**config.mk**
```make
export PLATFORM = sky130hd
export DESIGN_NAME = alu_op_sequencer
export DESIGN_NICKNAME = d
export VERILOG_FILES = /design/src/rtl/alu_op_sequencer.sv
export SDC_FILE = /design/constraint.sdc
export NUM_CORES = 1
export LEC_CHECK = 0
export CELL_PAD_IN_SITES_DETAIL_PLACEMENT = 1
export CELL_PAD_IN_SITES_GLOBAL_PLACEMENT = 1
export CORE_MARGIN = 5
export CORE_UTILIZATION = 35
export CTS_CLUSTER_SIZE = 14
export DETAILED_ROUTE_END_ITERATION = 8
export PLACE_DENSITY_LB_ADDON = 0.3
export SKIP_LAST_GASP = 1
export SYNTH_ARGS = -nofsm -noshare
export SYNTH_HDL_FRONTEND = slang
export SYNTH_SLANG_ARGS = --single-unit
export TNS_END_PERCENT = 50
```
**constraint.sdc**
```tcl
create_clock -name clk -period 1.9 [get_ports clk]
set_input_delay 0.285 -clock clk [delete_from_list [all_inputs] [get_ports clk]]
set_output_delay 0.285 -clock clk [all_outputs]
set_load 0.01 [all_outputs]
```
**src/rtl/alu_op_sequencer.sv**
```systemverilog
// -----------------------------------------------------------------------------
// alu_op_sequencer
//   Button-driven initiator for the lab ALU. It debounces two active-low push
//   buttons, steps an op index with one and starts an operation with the other.
//   On execute it latches the switch operands and mode into the ALU inputs,
//   holds them for a settle window, then captures the ALU result and carries
//   for the display stage.
//
// Ports
//   clk, rst_n       clock (rising edge), asynchronous active-low reset
//   sw_a_i, sw_b_i   operand switches (N bits)
//   sw_mode_i        {sum_en, sub_en} switches, latched on execute
//   btn_next_n_i     step op index, active low
//   btn_exec_n_i     execute current op, active low
//   alu_result_i     ALU primary result (N bits)
//   alu_mult_i       ALU multiply result (2N bits)
//   alu_csum_i       ALU carry of sum
//   alu_csub_i       ALU carry/borrow of subtract
//   alu_a_o, alu_b_o operands driven to the ALU
//   alu_op_o         op lines to the ALU, active low (~op index)
//   alu_sum_o        sum enable to the ALU
//   alu_sub_o        subtract enable to the ALU
//   op_idx_o         current op index for display
//   result_o         captured result (2N bits)
//   csum_o, csub_o   captured carries
//   busy_o           high from LOAD through CAPTURE
//   done_o           one-cycle pulse in CAPTURE
// -----------------------------------------------------------------------------
module alu_op_sequencer #(
  parameter int N               = 4,
  parameter int DEBOUNCE_CYCLES = 4,
  parameter int SETTLE_CYCLES   = 2,
  parameter int MULT_IDX        = 3
) (
  input  logic           clk,
  input  logic           rst_n,
  input  logic [N-1:0]   sw_a_i,
  input  logic [N-1:0]   sw_b_i,
  input  logic [1:0]     sw_mode_i,
  input  logic           btn_next_n_i,
  input  logic           btn_exec_n_i,
  input  logic [N-1:0]   alu_result_i,
  input  logic [2*N-1:0] alu_mult_i,
  input  logic           alu_csum_i,
  input  logic           alu_csub_i,
  output logic [N-1:0]   alu_a_o,
  output logic [N-1:0]   alu_b_o,
  output logic [2:0]     alu_op_o,
  output logic           alu_sum_o,
  output logic           alu_sub_o,
  output logic [2:0]     op_idx_o,
  output logic [2*N-1:0] result_o,
  output logic           csum_o,
  output logic           csub_o,
  output logic           busy_o,
  output logic           done_o
);

  localparam int DB_W = $clog2(DEBOUNCE_CYCLES + 1);
  localparam int ST_W = $clog2(SETTLE_CYCLES + 1);

  localparam logic [DB_W-1:0] DB_LAST = DB_W'(DEBOUNCE_CYCLES - 1);
  localparam logic [DB_W-1:0] DB_MAX  = DB_W'(DEBOUNCE_CYCLES);
  localparam logic [ST_W-1:0] ST_LAST = ST_W'(SETTLE_CYCLES - 1);
  localparam logic [2:0]      MULT_OP = 3'(MULT_IDX);

  localparam int BTN_NEXT = 0;
  localparam int BTN_EXEC = 1;

  typedef enum logic [1:0] {
    S_IDLE,
    S_LOAD,
    S_SETTLE,
    S_CAPTURE
  } state_t;

  state_t state_q, state_d;

  logic [1:0]            next_sync_q, exec_sync_q;
  logic [1:0]            btn_lvl;
  logic [1:0]            btn_evt;
  logic [1:0][DB_W-1:0]  db_cnt_q, db_cnt_d;

  logic [2:0]            op_idx_q, op_idx_d;
  logic [ST_W-1:0]       settle_q, settle_d;
  logic                  load_en, cap_en;

  logic [N-1:0]          alu_a_q, alu_b_q;
  logic                  alu_sum_q, alu_sub_q;
  logic [2*N-1:0]        result_q;
  logic                  csum_q, csub_q;

  // Synchronisers reset to "released" so a reset never produces a press.
  assign btn_lvl[BTN_NEXT] = next_sync_q[1];
  assign btn_lvl[BTN_EXEC] = exec_sync_q[1];

  // Debounce: count consecutive low samples; the event fires on the sample
  // that completes the run. The counter then saturates so a held button gives
  // one event only, and any high sample re-arms it.
  always_comb begin
    db_cnt_d = db_cnt_q;
    btn_evt  = '0;
    for (int i = 0; i < 2; i++) begin
      if (btn_lvl[i]) begin
        db_cnt_d[i] = '0;
      end else begin
        if (db_cnt_q[i] == DB_LAST) btn_evt[i] = 1'b1;
        if (db_cnt_q[i] != DB_MAX)  db_cnt_d[i] = db_cnt_q[i] + 1'b1;
      end
    end
  end

  // Sequencer FSM: events are only honoured in IDLE, exec has priority.
  always_comb begin
    state_d  = state_q;
    op_idx_d = op_idx_q;
    settle_d = settle_q;
    load_en  = 1'b0;
    cap_en   = 1'b0;
    busy_o   = 1'b1;
    done_o   = 1'b0;
    case (state_q)
      S_IDLE: begin
        busy_o   = 1'b0;
        settle_d = '0;
        if (btn_evt[BTN_EXEC]) begin
          state_d = S_LOAD;
        end else if (btn_evt[BTN_NEXT]) begin
          op_idx_d = op_idx_q + 3'd1;
        end
      end
      S_LOAD: begin
        load_en  = 1'b1;
        settle_d = '0;
        state_d  = S_SETTLE;
      end
      S_SETTLE: begin
        if (settle_q == ST_LAST) begin
          state_d = S_CAPTURE;
        end else begin
          settle_d = settle_q + 1'b1;
        end
      end
      S_CAPTURE: begin
        cap_en  = 1'b1;
        done_o  = 1'b1;
        state_d = S_IDLE;
      end
      default: begin
        busy_o  = 1'b0;
        state_d = S_IDLE;
      end
    endcase
  end

  always_ff @(posedge clk or negedge rst_n) begin
    if (!rst_n) begin
      state_q     <= S_IDLE;
      next_sync_q <= 2'b11;
      exec_sync_q <= 2'b11;
      db_cnt_q    <= '0;
      op_idx_q    <= 3'd0;
      settle_q    <= '0;
      alu_a_q     <= '0;
      alu_b_q     <= '0;
      alu_sum_q   <= 1'b0;
      alu_sub_q   <= 1'b0;
      result_q    <= '0;
      csum_q      <= 1'b0;
      csub_q      <= 1'b0;
    end else begin
      state_q     <= state_d;
      next_sync_q <= {next_sync_q[0], btn_next_n_i};
      exec_sync_q <= {exec_sync_q[0], btn_exec_n_i};
      db_cnt_q    <= db_cnt_d;
      op_idx_q    <= op_idx_d;
      settle_q    <= settle_d;
      // Both enables are passed through as set on the switches; the ALU
      // decides what sum+sub together means.
      if (load_en) begin
        alu_a_q   <= sw_a_i;
        alu_b_q   <= sw_b_i;
        alu_sum_q <= sw_mode_i[1];
        alu_sub_q <= sw_mode_i[0];
      end
      if (cap_en) begin
        result_q <= (op_idx_q == MULT_OP) ? alu_mult_i : {{N{1'b0}}, alu_result_i};
        csum_q   <= alu_csum_i;
        csub_q   <= alu_csub_i;
      end
    end
  end

  assign alu_a_o   = alu_a_q;
  assign alu_b_o   = alu_b_q;
  assign alu_sum_o = alu_sum_q;
  assign alu_sub_o = alu_sub_q;
  assign alu_op_o  = ~op_idx_q;
  assign op_idx_o  = op_idx_q;
  assign result_o  = result_q;
  assign csum_o    = csum_q;
  assign csub_o    = csub_q;

endmodule

```
==> flow_metrics.tcl <==
set metrics [dict create \
    grt_use_total_pct 14.28 \
    synth_top_area_share_pct 49.96 \
    ys_seq_elements 37 \
    crit_path_max_fanout 4 \
    grt_pass1_vias 1396 \
    p_seq_share_pct 37.0 \
    area_growth_pct 42.85 \
    grt_overflow_total 0 \
    synthCells 135 \
    clock_path_buffers 2 \
    synth-main-ff-cell "dfrtp_1" \
    ios 56 \
    die_w_um 78.72 \
    ys_seq_area_share_pct 56.32 \
    vias 1180 \
    cts_buffers 5 \
    crit_slowest_cell "clkdlybuf4s50_1" \
    drtPass1Iterations 4 \
    post-place-ws_ps 341.9 \
    syn_nets 176 \
    stdcell_area_sq_um 2361 \
    synth.distinct_cells 21 \
    synth_most_common_cell "dfrtp_1" \
    synth_edf_count 0 \
    grt_max_degree 38 \
    regToRegStartpoint "state_q[0]$_DFFE_PN0P_" \
    combPwrFrac_pct 47.1 \
    async_flop_share_pct 100.0 \
    slowest_delay_ps 550 \
    hpwlAfterDp_um 3235 \
    placed_area_sq_um 2261 \
    rows 25 \
    diodes 0 \
    drc 0 \
    status "complete, no violations" \
    fmax_mhz 573.5 \
    drive_gt1_share_pct 15.74 \
    cts_sinks 37 \
    final-setup-viol-count 0 \
    die_y_um 78.72 \
    maxCapViolCount 0 \
    maxSlewHeadroom_pct 45.69 \
    routabilityCongestion 0.7229 \
    port_buffers 55 \
    fin_crit_ps 1744 \
    path_buf_inv 1 \
    cts_tree "yes" \
    p_leak_nw 1.036 \
    finalHoldViolCount 0 \
    path_cells "ha_1 -> clkdlybuf4s50_1" \
    core_sq_um 4661 \
    r2r-end "alu_sub_o$_DFFE_PN0N_" \
    synth.area.top_cells "dfrtp_1, ha_1, mux2_2, dfstp_2, inv_1" \
    yosysWarnings 0 \
    slew_violations 0 \
    clkTransAtPathRegs_ps 70 \
    rsz0062_at_grt "false" \
    min_path_type "in2async" \
    cp-start-kind "flip-flop" \
    p_int_mw 2.323 \
    finalSetupTns_ps 0 \
    grt_pass1_wl_um 6782 \
    max_slew.worst_pin.slew_ps 814.7 \
    worst-setup-path-type "reg2out" \
    crit_start "state_q[1]$_DFFE_PN0P_" \
    insertion_delay_ps 290 \
    htree_levels 2 \
    switchingPower_mw 1.218 \
    clockPowerShare_pct 15.9 \
    crit_path_end "done_o" \
    critical_path_cell_count 2 \
    required_ps 1620 \
    routed_wirelength_um 4052 \
    hold_buffers 0 \
    cts-root-buf "clkbuf_8" \
    drt_iter0_markers 18 \
    avgViaCountPerCell 4.701 \
    ant_nets 0 \
    r2r_slack_ps 360 \
    peakVddDrop_mv 0.5869 \
    power.density_nw_per_um2 1500 \
    nNetsFinal 237 \
    end_kind "output port" \
    r2r_cells 3 \
    wl_per_cell_um 16.14 \
    start_util_pct 35.46 \
    period_share_pct 91.77 \
    syn_area_sq_um 1653 \
    cp_top_family "buffers and inverters" \
    power_switching_share_pct 34.40 \
    synth_top_area_cell "dfrtp_1" \
    antenna_found_initial 0 \
    fin_skew_ps 2.676 \
    yosys-top-cells-count "dfrtp_1, inv_1, ha_1, mux2_2, a21oi_1" \
    arrival_ps 1460 \
    post_synth.cell_area_avg_sq_um 12.24 \
    worst_slack_ps 156.3 \
    fp.dieArea_sq_um 6197 \
]
-- layout make-up --
class | count | area (sq um)
clock buffers | 8 | 90.09
flip-flops and latches | 37 | 930.9
inverters | 18 | 67.56
repair buffers | 58 | 570.5
fillers | 494 | 2300
multi-input cells | 76 | 634.4
well taps | 54 | 67.56
-- cell families after synthesis --
logic type	after synthesis	share of synthesized area [%]
buf+inv	22	5.299
xor+xnor	4	2.119
fa+ha+maj	13	9.841
compound gates	17	5.829
flops	37	56.32
mux	19	12.79
simple gates	23	7.797
-- what timing repair did --
action | in CTS | in global routing
setup buffers | 0 | 1
setup endpoints to repair | 0 | 1
endpoints found under the hold margin | 0 | 0
gates resized for setup | 0 | 1
-- stage by stage --
stage                     instances  util [%]  hold WS [ps]  power, mW
after global placement          242     48.51         346.7      2.843
after CTS                       250     50.44         117.2      3.593
after floorplan                 135         -        -10.59      2.174
after detailed placement        242     48.51         346.9      3.006
final                           251     50.66         82.53      3.541
after global routing            251     50.66         163.6      3.793
-- registers in the layout, indices dropped and copies added (netlist names) --
register and cells:
alu_a_o 4, alu_b_o 4, alu_sub_o 1, alu_sum_o 1
csub_o 1, csum_o 1, db_cnt_q 6, exec_sync_q 2
next_sync_q 2, op_idx_o 3, result_o 8, settle_q 2
state_q 2
-- worst reg2reg max path: cells and delay by family, from the launching register on --
family	cells	cell delay (ps)
fa+ha+maj	1	490
mux	1	410
flops	1	400
buf+inv	1	130
-- power groups by stage --
| stage | logic, mW | clock network (mW) | registers, mW |
|---|---|---|---|
| after detailed placement | 1.68 | 0 | 1.33 |
| after global placement | 1.56 | 0 | 1.28 |
| final | 1.67 | 0.564 | 1.31 |
| after global routing | 1.83 | 0.614 | 1.35 |
| after CTS | 1.69 | 0.585 | 1.32 |
| after floorplan | 0.798 | 0 | 1.38 |
-- worst min-delay path by stage --
stage	from	end	slack, ps	cells past startpoint
floorplan	rst_n	alu_a_o[0]$_DFFE_PN0N_	-10	0
global placement	next_sync_q[0]$_DFF_PN1_	next_sync_q[1]$_DFF_PN1_	350	0
detailed placement	exec_sync_q[0]$_DFF_PN1_	exec_sync_q[1]$_DFF_PN1_	350	0
CTS	rst_n	alu_b_o[2]$_DFFE_PN0N_	120	1
global route	rst_n	alu_b_o[3]$_DFFE_PN0N_	160	1
finish	rst_n	alu_b_o[3]$_DFFE_PN0N_	80	1
-- cell usage in the layout (no fill, tap or decap) --
| cell type | count |
|---|---|
| mux2_4 | 1 |
| clkdlybuf4s50_1 | 53 |
| and2b_1 | 1 |
| dfstp_2 | 4 |
| nand4b_4 | 1 |
| xnor2_1 | 4 |
| buf_4 | 3 |
| a21oi_2 | 1 |
| dlymetal6s2s_1 | 1 |
| o2bb2ai_1 | 1 |
| buf_2 | 1 |
| ha_1 | 13 |
| mux2i_1 | 5 |
| inv_1 | 18 |
| nand2b_4 | 1 |
| dfrtp_1 | 33 |
| mux2_2 | 13 |
| nand2_1 | 6 |
| o22a_1 | 1 |
| a21oi_1 | 9 |
| o21ai_0 | 5 |
| nor2_1 | 7 |
| nand3_1 | 6 |
| nor3_1 | 1 |
| clkbuf_8 | 6 |
| clkbuf_1 | 2 |
-- routing by layer --
layer	vias to the layer above	global-route usage, %	routed length (um)
met1	600	14.62	1554
met5	-	0	0
met4	0	5.070	32
met3	5	4.195	100
li1	563	-	-
met2	12	27.25	2365
No activity file was read; power rests on OpenSTA's default activity.
